<file path="src/rtl/sync_counter_bank_pkg.sv">
// Shared constants and helpers for the counter bank: direction encodings,
// default geometry and the saturating clamp used when loading a channel.
package counter_pkg;

  localparam logic DIR_UP = 1'b0;
  localparam logic DIR_DN = 1'b1;

  localparam int DEF_CH  = 4;
  localparam int DEF_W   = 4;
  localparam int DEF_MOD = 10;

  // Compared at 32 bits so that MOD = 2^W never overflows the channel width.
  function automatic logic [31:0] clamp(input logic [31:0] v, input logic [31:0] mod);
    return (v < mod) ? v : (mod - 32'd1);
  endfunction

endpackage

</file>
<file path="src/rtl/sync_counter_bank_if.sv">
// Control and data bundle of the counter bank.
// Handshake: none; en/load/dir/cascade/load_val are level inputs sampled on every rising clk edge,
// q/wrap are registered, tc is combinational from q and dir.
interface sync_counter_bank_if #(
  parameter int CH = 4,
  parameter int W  = 4
);
  logic            en;
  logic            dir;
  logic            cascade;
  logic            load;
  logic [CH*W-1:0] load_val;
  logic [CH*W-1:0] q;
  logic [CH-1:0]   wrap;
  logic            tc;

  modport master (output en, dir, cascade, load, load_val, input q, wrap, tc);
  modport slave  (input en, dir, cascade, load, load_val, output q, wrap, tc);
endinterface

</file>
<file path="src/rtl/sync_counter_bank_digit.sv">
// One modulo-MOD channel: load with clamp, up/down step with wrap flag,
// and a combinational terminal-value indication for the current direction.
module counter_digit
  import counter_pkg::*;
#(
  parameter int W   = DEF_W,
  parameter int MOD = DEF_MOD
) (
  input  logic         clk,
  input  logic         rst,
  input  logic         load,
  input  logic [W-1:0] load_val,
  input  logic         step,
  input  logic         dir,
  output logic [W-1:0] q,
  output logic         is_term,
  output logic         wrap
);

  localparam logic [W-1:0] TOP_V = W'(MOD - 1);

  logic [W-1:0] q_q, q_d;
  logic         wrap_q, wrap_d;

  assign is_term = (dir == DIR_UP) ? (q_q == TOP_V) : (q_q == '0);

  always_comb begin
    q_d    = q_q;
    wrap_d = 1'b0;
    if (load) begin
      q_d = W'(clamp(32'(load_val), 32'(MOD)));
    end else if (step) begin
      // Leaving the terminal value is exactly what counts as a wrap.
      wrap_d = is_term;
      if (is_term) q_d = (dir == DIR_UP) ? '0 : TOP_V;
      else         q_d = (dir == DIR_UP) ? (q_q + W'(1)) : (q_q - W'(1));
    end
  end

  always_ff @(posedge clk) begin
    if (rst) begin
      q_q    <= '0;
      wrap_q <= 1'b0;
    end else begin
      q_q    <= q_d;
      wrap_q <= wrap_d;
    end
  end

  assign q    = q_q;
  assign wrap = wrap_q;

endmodule

</file>
<file path="src/rtl/sync_counter_bank.sv">
// Bank of CH modulo-MOD counters, either chained into one multi-digit counter
// (cascade=1) or stepping independently (cascade=0).
module sync_counter_bank
  import counter_pkg::*;
#(
  parameter int CH  = DEF_CH,
  parameter int W   = DEF_W,
  parameter int MOD = DEF_MOD
) (
  input logic               clk,
  input logic               rst,
  sync_counter_bank_if.slave bus
);

  logic [CH-1:0]   is_term;
  logic [CH-1:0]   step;
  logic [CH-1:0]   wrap_all;
  logic [CH*W-1:0] q_all;
  // carry[i] = all channels below i sit at their terminal value; carry[CH] is tc.
  logic [CH:0]     carry;

  assign carry[0] = 1'b1;

  for (genvar g = 0; g < CH; g++) begin : g_digit
    assign carry[g+1] = carry[g] & is_term[g];
    assign step[g]    = bus.en & (bus.cascade ? carry[g] : 1'b1);

    counter_digit #(.W(W), .MOD(MOD)) u_digit (
      .clk      (clk),
      .rst      (rst),
      .load     (bus.load),
      .load_val (bus.load_val[g*W +: W]),
      .step     (step[g]),
      .dir      (bus.dir),
      .q        (q_all[g*W +: W]),
      .is_term  (is_term[g]),
      .wrap     (wrap_all[g])
    );
  end

  assign bus.q    = q_all;
  assign bus.wrap = wrap_all;
  assign bus.tc   = carry[CH];

endmodule

</file>
<file path="src/flat_wrapper.sv">
// flat-port wrapper written by rule: the top's interface ports become plain ports
module sync_counter_bank_flat import counter_pkg::*;
#(
  parameter int CH  = DEF_CH,
  parameter int W   = DEF_W,
  parameter int MOD = DEF_MOD
)
  (clk, rst, bus_en, bus_dir, bus_cascade, bus_load, bus_load_val, bus_q, bus_wrap, bus_tc);
  sync_counter_bank_if #(.CH(CH), .W(W)) bus_i ();
  input logic clk;
  input logic rst;
  input wire logic [$bits(bus_i.en)-1:0] bus_en;
  input wire logic [$bits(bus_i.dir)-1:0] bus_dir;
  input wire logic [$bits(bus_i.cascade)-1:0] bus_cascade;
  input wire logic [$bits(bus_i.load)-1:0] bus_load;
  input wire logic [$bits(bus_i.load_val)-1:0] bus_load_val;
  output wire logic [$bits(bus_i.q)-1:0] bus_q;
  output wire logic [$bits(bus_i.wrap)-1:0] bus_wrap;
  output wire logic [$bits(bus_i.tc)-1:0] bus_tc;
  assign bus_i.en = bus_en;
  assign bus_i.dir = bus_dir;
  assign bus_i.cascade = bus_cascade;
  assign bus_i.load = bus_load;
  assign bus_i.load_val = bus_load_val;
  assign bus_q = bus_i.q;
  assign bus_wrap = bus_i.wrap;
  assign bus_tc = bus_i.tc;
  sync_counter_bank #(.CH(CH), .W(W), .MOD(MOD)) u_core (.clk(clk), .rst(rst), .bus(bus_i));
endmodule
</file>
<file path="config.mk">
export PLATFORM = sky130hd
export DESIGN_NAME = sync_counter_bank_flat
export DESIGN_NICKNAME = d
export VERILOG_FILES = /design/src/rtl/sync_counter_bank_pkg.sv /design/src/rtl/sync_counter_bank_if.sv /design/src/rtl/sync_counter_bank_digit.sv /design/src/rtl/sync_counter_bank.sv /design/src/flat_wrapper.sv
export SDC_FILE = /design/constraint.sdc
export NUM_CORES = 1
export LEC_CHECK = 0
export CELL_PAD_IN_SITES_DETAIL_PLACEMENT = 1
export CELL_PAD_IN_SITES_GLOBAL_PLACEMENT = 2
export CORE_MARGIN = 2
export CORE_UTILIZATION = 27
export CTS_CLUSTER_DIAMETER = 50
export DETAILED_ROUTE_END_ITERATION = 8
export PLACE_DENSITY = 0.85
export SLEW_MARGIN = 10
export SYNTH_ARGS = -nofsm -noshare
export SYNTH_HDL_FRONTEND = slang
export SYNTH_SLANG_ARGS = --single-unit
</file>
<file path="constraint.sdc">
create_clock -name clk -period 2.95 [get_ports clk]
set_input_delay 0.885 -clock clk [delete_from_list [all_inputs] [get_ports clk]]
set_output_delay 0.885 -clock clk [all_outputs]
set_load 0.01 [all_outputs]
</file>
==> flow_metrics.py <==
metrics = {
    "sta": {
        "layout_min_cycle_time_ns": 2.90,
        "skew_ns": 0.00151,
        "slew_headroom": 0.659,
        "rsz0062_at_grt": "true",
        "worst_pin_slew_ns": 0.499,
        "holdWs_ns": 0.546,
        "finalMaxSlewViolations": 0,
        "fmax_mhz": 344,
        "finalHoldViolCount": 0,
        "tns_ns": 0,
        "finalCritPeriodShare": 0.985,
        "finalSetupViolations": 0,
    },
    "detailed_routing": {
        "wirelength_um": 5020,
        "viasPerCell": 5.19,
        "drt_iter0_drc": 55,
        "drtPass1Iterations": 4,
        "drc": 0,
        "drt-wirelength-per-cell_um": 15.5,
        "antenna_left": 0,
        "vias": 1675,
    },
    "floorplan": {
        "num_rows": 27,
        "initial_core_util": 0.282,
        "die_h_um": 80.3,
        "coreArea_mm2": 0.00557,
        "fp.dieW_um": 80.3,
        "boundaryPins": 43,
        "dieArea_mm2": 0.00645,
    },
    "logic_synthesis": {
        "synth_edf_count": 0,
        "syn_avg_cell_area_um2": 8.11,
        "yosys-top-cells-area": "dfxtp_1 25%, ha_1 6.4%, fa_1 5.1%",
        "syn-cell-area_mm2": 0.00157,
        "synthArstFlopShare": 0,
        "synth_top_flop_cell": "dfxtp_1",
        "ys_types": 50,
        "synth_most_common_cell": "dfxtp_1",
        "synth_fp_nets": 228,
        "netlist.area_leader.share": 0.255,
        "yosysWarnings": 0,
        "netlist_instances": 194,
        "ys_seq_area_frac": 0.255,
        "ys_ff_latch": 20,
        "ys_top_cells_by_count": "20 x dfxtp_1, 16 x nor2_1, 11 x o21ai_0",
        "synth_top_area_cell": "dfxtp_1",
    },
    "worst_setup_path": {
        "rr_endpoint": "u_core.g_digit[3].u_digit.q[1]$_SDFFE_PP0P_",
        "critical_path_class": "input pin to output port",
        "cpPeakStageDelay_ns": 0.36,
        "rr_worst_depth": 6,
        "start_kind": "input pin",
        "required_ns": 2.07,
        "crit_path_top_delay_cell": "or3b_1",
        "reg2reg_from": "u_core.g_digit[1].u_digit.q[0]$_SDFFE_PP0P_",
        "arrival_ns": 2.02,
        "path_max_fanout": 2,
        "rrSetupSlack_ns": 0.73,
        "path_cells": "buf_6 -> or3b_1 -> a211o_1 -> nand2b_4 -> nor3_2 -> buf_2",
        "end_kind": "output port",
    },
    "worst_hold_path": {
        "hold_end": "u_core.g_digit[3].u_digit.q[2]$_SDFFE_PP0P_",
        "holdCritStartpoint": "u_core.g_digit[3].u_digit.q[2]$_SDFFE_PP0P_",
        "hp-class": "register to register",
        "hold_depth": 2,
    },
    "cells_and_area": {
        "final_cell_count_no_fill": 323,
        "post-route-util": 0.410,
        "final_nets": 286,
        "num_antenna_cells": 0,
        "drive_above_1_share": 0.135,
        "syn2layout_area_growth_pct": 45.3,
    },
    "place": {
        "port_buffers": 42,
        "gp_congestion": 0.782,
        "dp_hpwl_um": 3910,
        "dp.cells": 319,
    },
    "cts": {
        "cts.htree.levels": 1,
        "clk_path_buf_depth": 2,
        "cts_inserted_buffers": 3,
        "path_clk_slew_ns": 0.08,
        "clk_latency_ns": 0.26,
        "cts_setup_buffers": 0,
        "root_buffer": "clkbuf_8",
        "cts_tree": "yes",
        "clkSinkCount": 20,
        "hold_buffers": 0,
    },
    "power": {
        "p_leak_uw": 0.000927,
        "max-vdd-ir-drop_mv": 0.255,
        "powerDensity_mw_per_mm2": 410,
    },
    "grt": {
        "grt_pass1_wl_um": 8650,
        "grt_pass1_vias": 1790,
        "antenna_found_initial": 0,
        "grt_max_degree": 23,
        "overflow": 0,
        "grt.total_usage": 0.170,
    },
    "status": {
        "status": "completed",
    },
    "flow_run": {
        "drv_cap": 0,
    },
}
flip-flops by register name, indices dropped and copies added (netlist names):
| register | count |
|---|---|
| u_core.g_digit.u_digit.q | 16 |
| u_core.g_digit.u_digit.wrap | 4 |
worst max-delay path by stage:
stage             from      to  slack, ns  cells past startpoint
2_1_floorplan  bus_dir  bus_tc       0.04                      4
3_3_place_gp   bus_dir  bus_tc      -0.94                      6
3_5_place_dp   bus_dir  bus_tc      -0.94                      6
4_1_cts        bus_dir  bus_tc       0.01                      6
5_1_grt        bus_dir  bus_tc      -0.05                      7
6_report       bus_dir  bus_tc       0.05                      6
placed cells by master (no fill, tap or decap), types with 3 or more instances in the layout:
master	n
clkdlybuf4s50_1	40
buf_4	23
dfxtp_1	20
nor2_1	16
o21ai_0	10
inv_1	9
nand2_1	9
a21oi_1	8
ha_1	8
nand3_1	7
nor3b_1	6
a211oi_1	6
a31oi_1	6
nand2b_1	5
xor2_1	5
nand3b_1	4
and3b_1	4
nor2b_1	4
fa_1	4
o21ai_1	3
a21o_1	3
xnor2_1	3
o31ai_1	3
a2bb2oi_1	3
clkbuf_8	3
metrics by stage:
step                      power (uW)  cell area [um^2]  setup slack (ns)
after floorplan                  490              1580            0.0445
after global placement           644              2200            -0.939
after detailed placement         653              2200            -0.938
after CTS                        945              2280            0.0110
after global routing             996              2290           -0.0487
final                            936              2290            0.0451
cells by family after synthesis:
logic type                 synth area share
AOI/OAI and AO/OA                     0.255
xor gates and xnor gates             0.0446
adders and majority gates             0.115
buffers and inverters                0.0628
DFF                                   0.255
and+or+nand+nor                       0.268
cell type report:
| type | count | area [um^2] |
|---|---|---|
| multi-input combinational | 152 | 1090 |
| tap | 72 | 90.1 |
| clock buffer | 3 | 41.3 |
| sequential | 20 | 400 |
| inverter | 9 | 33.8 |
| timing repair buffer | 66 | 604 |
| clock inverter | 1 | 30.0 |
| fill | 670 | 3290 |
per-layer routing:
| metal | track usage | wire length, um | share of wire | up-vias |
|---|---|---|---|---|
| met5 | 0 | 0 | 0 | - |
| met4 | 0.0339 | 55 | 0.011 | 0 |
| met3 | 0.0371 | 191 | 0.038 | 4 |
| met2 | 0.300 | 2480 | 0.49 | 35 |
| met1 | 0.211 | 2300 | 0.46 | 807 |
| li1 | - | - | - | 829 |
power breakdown:
part	total, uW	switching [uW]	internal [uW]	leakage, uW
clock	283	102	181	0.0000357
combinational	338	160	178	0.000727
sequential	316	25.5	290	0.000165
worst max-delay path: cells and delay by family:
| kind | cells | cell delay [ns] |
|---|---|---|
| AOI/OAI and AO/OA | 1 | 0.29 |
| buffers and inverters | 2 | 0.23 |
| and+or+nand+nor | 3 | 0.62 |
what timing repair did:
item / 4_1_cts / 5_1_grt
resized for setup: 11 / 2
setup endpoints to repair: 3 / 1
pin swaps: 2 / 0
No activity file was read; power rests on OpenSTA's default activity.
